[src/rtl/ps2_mouse_tx.sv]
// Device-side PS/2 transmitter: generates PS2CLK and shifts out one 11-bit frame
// (start, 8 data LSB first, odd parity, stop), aborting if the host inhibits the clock.
module ps2_mouse_tx #(
   parameter int HALF_CYC = 1250,
   parameter int IDLE_CYC = 2500,
   parameter int SYNC_IGN = 4
) (
   input  logic       CLK,
   input  logic       RST,
   input  logic       PS2CLK,
   input  logic       PS2DATA,
   output logic       PS2CLKOUT,
   output logic       PS2DATAOUT,
   input  logic [7:0] DATA,
   input  logic       SEND,
   output logic       BUSY,
   output logic       DONE,
   output logic       ABORT
);

   localparam int MAX_CYC = (HALF_CYC > IDLE_CYC) ? HALF_CYC : IDLE_CYC;
   localparam int TW      = $clog2(MAX_CYC + 1);

   typedef enum logic [2:0] {
      IDLE     = 3'd0,
      WAIT_BUS = 3'd1,
      BIT_HI   = 3'd2,
      BIT_LO   = 3'd3,
      FINISH   = 3'd4,
      ABORTED  = 3'd5
   } state_t;

   state_t         state_r, state_nxt;
   logic [TW-1:0]  timer_r, timer_nxt;
   logic [3:0]     bitcnt_r, bitcnt_nxt;
   logic [10:0]    shift_r, shift_nxt;
   logic [1:0]     clk_sync_r, data_sync_r;
   logic           clk_s;
   logic           clk_out_nxt, data_out_nxt, busy_nxt, done_nxt, abort_nxt;
   logic           unused_mon_s;

   assign clk_s = clk_sync_r[1];
   // The data line is synchronised for monitoring only; transmit never reads it.
   assign unused_mon_s = data_sync_r[1];

   // Two-flop synchronisers for the asynchronous pad inputs.
   always_ff @(posedge CLK or negedge RST) begin
      if (!RST) begin
         clk_sync_r  <= 2'b11;
         data_sync_r <= 2'b11;
      end else begin
         clk_sync_r  <= {clk_sync_r[0], PS2CLK};
         data_sync_r <= {data_sync_r[0], PS2DATA};
      end
   end

   // Next-state, datapath and registered-output decode.
   always_comb begin
      state_nxt  = state_r;
      timer_nxt  = timer_r;
      bitcnt_nxt = bitcnt_r;
      shift_nxt  = shift_r;
      done_nxt   = 1'b0;
      abort_nxt  = 1'b0;
      case (state_r)
         IDLE: begin
            timer_nxt = '0;
            if (SEND && !BUSY) begin
               shift_nxt = {1'b1, ~^DATA, DATA, 1'b0};
               state_nxt = WAIT_BUS;
            end else begin
               state_nxt = IDLE;
            end
         end
         WAIT_BUS: begin
            if (!clk_s) begin
               timer_nxt = '0;
            end else if (timer_r == TW'(IDLE_CYC - 1)) begin
               timer_nxt  = '0;
               bitcnt_nxt = 4'd0;
               state_nxt  = BIT_HI;
            end else begin
               timer_nxt = timer_r + TW'(1);
            end
         end
         BIT_HI: begin
            // The first SYNC_IGN cycles still see our own low phase through the synchroniser.
            if ((bitcnt_r <= 4'd9) && (timer_r >= TW'(SYNC_IGN)) && !clk_s) begin
               timer_nxt = '0;
               abort_nxt = 1'b1;
               state_nxt = ABORTED;
            end else if (timer_r == TW'(HALF_CYC - 1)) begin
               timer_nxt = '0;
               state_nxt = BIT_LO;
            end else begin
               timer_nxt = timer_r + TW'(1);
            end
         end
         BIT_LO: begin
            if (timer_r == TW'(HALF_CYC - 1)) begin
               timer_nxt = '0;
               if (bitcnt_r == 4'd10) begin
                  state_nxt = FINISH;
               end else begin
                  shift_nxt  = {1'b1, shift_r[10:1]};
                  bitcnt_nxt = bitcnt_r + 4'd1;
                  state_nxt  = BIT_HI;
               end
            end else begin
               timer_nxt = timer_r + TW'(1);
            end
         end
         FINISH: begin
            if (timer_r == TW'(HALF_CYC - 1)) begin
               timer_nxt = '0;
               done_nxt  = 1'b1;
               state_nxt = IDLE;
            end else begin
               timer_nxt = timer_r + TW'(1);
            end
         end
         ABORTED: begin
            timer_nxt = '0;
            state_nxt = IDLE;
         end
         default: begin
            timer_nxt = '0;
            state_nxt = IDLE;
         end
      endcase
      clk_out_nxt  = (state_nxt != BIT_LO);
      data_out_nxt = ((state_nxt == BIT_HI) || (state_nxt == BIT_LO)) ? shift_nxt[0] : 1'b1;
      // BUSY covers the DONE cycle so a SEND there is ignored.
      busy_nxt     = (state_nxt != IDLE) || done_nxt;
   end

   // State, datapath and glitch-free output registers.
   always_ff @(posedge CLK or negedge RST) begin
      if (!RST) begin
         state_r    <= IDLE;
         timer_r    <= '0;
         bitcnt_r   <= 4'd0;
         shift_r    <= 11'h7FF;
         PS2CLKOUT  <= 1'b1;
         PS2DATAOUT <= 1'b1;
         BUSY       <= 1'b0;
         DONE       <= 1'b0;
         ABORT      <= 1'b0;
      end else begin
         state_r    <= state_nxt;
         timer_r    <= timer_nxt;
         bitcnt_r   <= bitcnt_nxt;
         shift_r    <= shift_nxt;
         PS2CLKOUT  <= clk_out_nxt;
         PS2DATAOUT <= data_out_nxt;
         BUSY       <= busy_nxt;
         DONE       <= done_nxt;
         ABORT      <= abort_nxt;
      end
   end

endmodule
[config.mk]
export PLATFORM = sky130hd
export DESIGN_NAME = ps2_mouse_tx
export DESIGN_NICKNAME = d
export VERILOG_FILES = /design/src/rtl/ps2_mouse_tx.sv
export SDC_FILE = /design/constraint.sdc
export NUM_CORES = 1
export LEC_CHECK = 0
export CORE_AREA = 2 2 62 64
export CTS_CLUSTER_SIZE = 10
export DETAILED_ROUTE_END_ITERATION = 7
export DIE_AREA = 0 0 64 66
export PLACE_DENSITY_LB_ADDON = 0.08
export SETUP_SLACK_MARGIN = 0.05
export SLEW_MARGIN = 20
export SYNTH_ARGS = -nofsm -noshare
export SYNTH_HDL_FRONTEND = slang
export SYNTH_SLANG_ARGS = --single-unit
export TNS_END_PERCENT = 1
[constraint.sdc]
create_clock -name CLK -period 2.9 [get_ports CLK]
set_input_delay 0.725 -clock CLK [delete_from_list [all_inputs] [get_ports CLK]]
set_output_delay 0.725 -clock CLK [all_outputs]
set_load 0.02 [all_outputs]
Word level (Yosys, flattened, before mapping)
Index checks and enable logic that the tools add are counted.

Add/subtract/negate cells: 2. Magnitude comparators: 2. Equal/unequal tests: 15. Mux-type cells: 28. Reduce and logical (&&, ||, !) cells: 15.

Operators by type and width (number): $mux W12 (4); $pmux W12 S3 (1); $mux W11 (3); $pmux W11 S2 (1); $mux W3 (7); $mux W4 (4); $pmux W3 S5 (1); $add A12 B1 Y12 const B (1); $eq A12 B11 Y1 const B (1); $eq A12 B12 Y1 const B (1); $eq A3 B2 Y1 const B (4); $ge A12 B3 Y1 const B (1); $ne A2 B2 Y1 const B (5); $pmux W4 S2 (1); $reduce_xnor A8 Y1 (1); $mux W1 (6); $reduce_and A5 Y1 (1); $add A4 B1 Y4 const B (1); $eq A4 B4 Y1 const B (1); $le A4 B4 Y1 const B (1); $reduce_and A4 Y1 (1); $reduce_bool A2 Y1 (2); $eq A3 B1 Y1 const B (1); $eq A3 B3 Y1 const B (1); 7 further kinds (11).

Register bits after elaboration: 37. Input bits: 13. Output and inout port bits: 5. Word-level logic and storage cells: 73.

Longest topological paths before layout
Depth in word-level cells: 8. Depth in mapped cells: 9.

Worst setup path before layout
No wires, ideal clock.

Kind: register -> register. From: reg timer_r[3]. To: reg bitcnt_r[0]. Arrival time: 2075 ps. Setup slack: 707 ps. Cell stages (with the launch flop): 8. Path buffers: 2. Clock period less this slack: 2193 ps. Path through: dfrtp_1 -> or4_4 -> or4_4 -> buf_6 -> nor2_8 -> buf_4 -> nor3_1 -> a21o_1.

Longest elaborated chain between the ends: 3. Elaborated cells on any way between the ends: 5. Classes of those cells: eq/ne (4); reduce/logical (1).

RTL lines: start: declaration (line 34) `logic [TW-1:0] timer_r, timer_nxt;`; start signal: assignment (line 151) `timer_r <= timer_nxt;`; $eq A12 B12 Y1 or $eq A12 B11 Y1 (tied branches) (line 78, 100); $ne A2 B2 Y1 (no line); $reduce_and A5 Y1 (no line) *; end signal: assignment (line 152) `bitcnt_r <= bitcnt_nxt;`; end: declaration (line 35) `logic [3:0] bitcnt_r, bitcnt_nxt;`.

Every way passes the cells marked *; elsewhere a longest branch is shown, timed or not. A chain may end at the register's enable or synchronous reset.

Worst setup path in the final report
From: reg timer_r[3]. To: reg shift_r[9].

Longest elaborated chain between the ends: 3.

RTL lines: $eq A12 B11 Y1 (line 100) `if (timer_r == TW'(HALF_CYC - 1)) begin`; $ne A2 B2 Y1 (no line); $reduce_and A4 Y1 (no line); end signal: assignment (line 153) `shift_r <= shift_nxt;`; end: declaration (line 36) `logic [10:0] shift_r, shift_nxt;`.

No other way between the ends.

==> run metrics <==
fill count=285; post-CTS setup buffers=0; syn avg cell area=10.7 sq um; Total GRT Usage=20.0%; DIE HEIGHT=66 um; Final Skew=0.00988 ns; Lkg Pwr=0.00101 uW; Die ar.=4220 sq um; number of synthesized flops with an enable pin=0; Max Fclk=416 MHz; max incr delay on CP=0.59 ns; fin. max-slew vios=0; Tightest Pin Transition=0.457 ns; CP startpoint kind=flip-flop; DRT iter0 DRCs=66; Cell Area, Synth=1900 sq um; clock tree buffer depth=2; Mapped Nets=198; clk_lat worst skew=0.35 ns; root buffer cell=clkbuf_4; pin count of the biggest net entering global routing=38; total of max-cap violations=0; CP top delay family=simple AND/OR/NAND/NOR gates; final setup violation count=0; Critical Path AT=2.69 ns; Yosys cell types=42; synthesis-to-finish area growth=15.9%; I/O Buffers=16; Post-route DRC=0; Slew headroom=69.5%; cts hold-fix bufs=0; antenna cells=0; initial antenna violation count=0; Tmin final=2.40 ns; Fin. Hold Viols=0; YS warnings=0; period utilization=82.9%; CP max FO=18; Post-CTS Resized=0; worst setup margin=0.496 ns; CTS H-tree lvls=2; detailed-route wire length=3600 um; Pwr per Cell Area=553 nW/um^2; share of cells above drive strength 1=16.5%; Final GP Congestion=0.801; CTS buffer count=5; die width=64 um; first-pass GRT wire length=6450 um; most frequent cells in the layout=dfrtp_1 (22), nor2_1 (22), clkdlybuf4s50_1 (16), dfstp_2 (15); CP max stage cell=or4_4; GR Overflow Total=0; VDD IR max=0.331 mV; dpl hpwl=2660 um; clk sinks=37; pre-CTS WS=0.509 ns; Critical Path RT=3.19 ns; vias per cell=5.54; Post-synth ARST share=100%; CTS clk-pin slew, worst paths=0.12 ns; HP Class=flip-flop to flip-flop; Fin Setup TNS=0 ns; drt pass-1 iters=4; Final ANT Viol Nets=0; FP Rows=22; worst-path cell chain=or4_4, or4_4, nor2_8, nor2_2, a221o_1; total number of vias=1375; Worst path most repeated cell=or4_4; RSZ-0062 raised after global routing=false; most used flip-flop cell after synthesis=dfrtp_1; Core Area=3550 sq um; CP endpoint kind=flip-flop; Post-Synthesis Cells=178; CTS tree=built; part of the Yosys area used for sequential elements=49.8%; Final #Nets=219; crit path kind=flip-flop to flip-flop; vias in the first global route=1458; drt wl/cell=14.5 um; worst path bufs/invs=0; status=complete, no violations; post-synthesis sequential element count=37; I/O Pins=18; Starting Density=53.4%
-- report_power, final --
group          switching [uW]  internal (uW)
combinational            84.9           93.4
clock                     176            198
sequential               44.3            621
-- sequential cells by signal, indices dropped and copies added, names as in the netlist --
| register | count |
|---|---|
| PS2DATAOUT | 1 |
| state_r | 3 |
| clk_sync_r | 2 |
| BUSY | 1 |
| bitcnt_r | 4 |
| ABORT | 1 |
| shift_r | 11 |
| PS2CLKOUT | 1 |
| timer_r | 12 |
| DONE | 1 |
-- kinds of logic after synthesis --
group,synth area share (%)
compound gates,13.1
xor+xnor,9.23
fa+ha+maj,4.62
buf+inv,2.57
flops,49.8
simple gates,20.7
-- cells in the mapped netlist, drive strengths merged (4+ instances only) --
cell type / n / share of area, %
nor2: 24 / 5.7
dfrtp: 22 / 29
dfstp: 15 / 21
nand2: 13 / 2.6
xnor2: 13 / 6.0
a21o: 10 / 4.0
a22o: 8 / 3.7
ha: 7 / 4.6
xor2: 7 / 3.2
inv: 6 / 1.2
nand3: 6 / 1.6
nor3: 6 / 1.6
and3: 5 / 1.7
nor2b: 4 / 1.3
-- metrics by stage --
stage / hold WS (ns) / power [uW] / utilization (%) / area, sq um / std cells
global route: 0.377 / 1280 / 61.9 / 2200 / 248
floorplan: 0.345 / 781 / - / 1900 / 178
global placement: 0.347 / 842 / 59.3 / 2110 / 240
finish: 0.373 / 1220 / 61.9 / 2200 / 248
CTS: 0.371 / 1230 / 61.9 / 2200 / 248
detailed placement: 0.351 / 856 / 59.3 / 2110 / 240
-- layout make-up --
cell class / count / area, sq um / area share [%]
Tap cell: 48 / 60.1 / 2.73
Sequential cell: 37 / 945 / 43.0
Timing Repair Buffer: 18 / 175 / 7.97
Inverter: 6 / 22.5 / 1.02
Clock inverter: 1 / 5.00 / 0.228
Clock buffer: 7 / 87.6 / 3.98
Multi-Input combinational cell: 131 / 903 / 41.1
-- layer usage --
layer / GRT usage, % / up-vias / wire length [um]
met1: 21.7 / 695 / 1550
met3: 4.60 / 4 / 112
li1: - / 660 / -
met4: 8.15 / 0 / 27
met5: 0 / - / 0
met2: 37.1 / 16 / 1910
-- worst paths after layout --
kind                               startpoint            end  slack (ns)  cells past startpoint
worst min register to register  clk_sync_r[0]  clk_sync_r[1]        0.37                      0
worst max-delay path               timer_r[3]     shift_r[9]        0.50                      5
max in group asynchronous                 RST     shift_r[6]        1.76                      2
min in group asynchronous                 RST     state_r[2]        0.79                      2
worst max register to register     timer_r[3]     shift_r[9]        0.50                      5
worst min-delay path            clk_sync_r[0]  clk_sync_r[1]        0.37                      0
No activity file was read; power rests on OpenSTA's default activity.
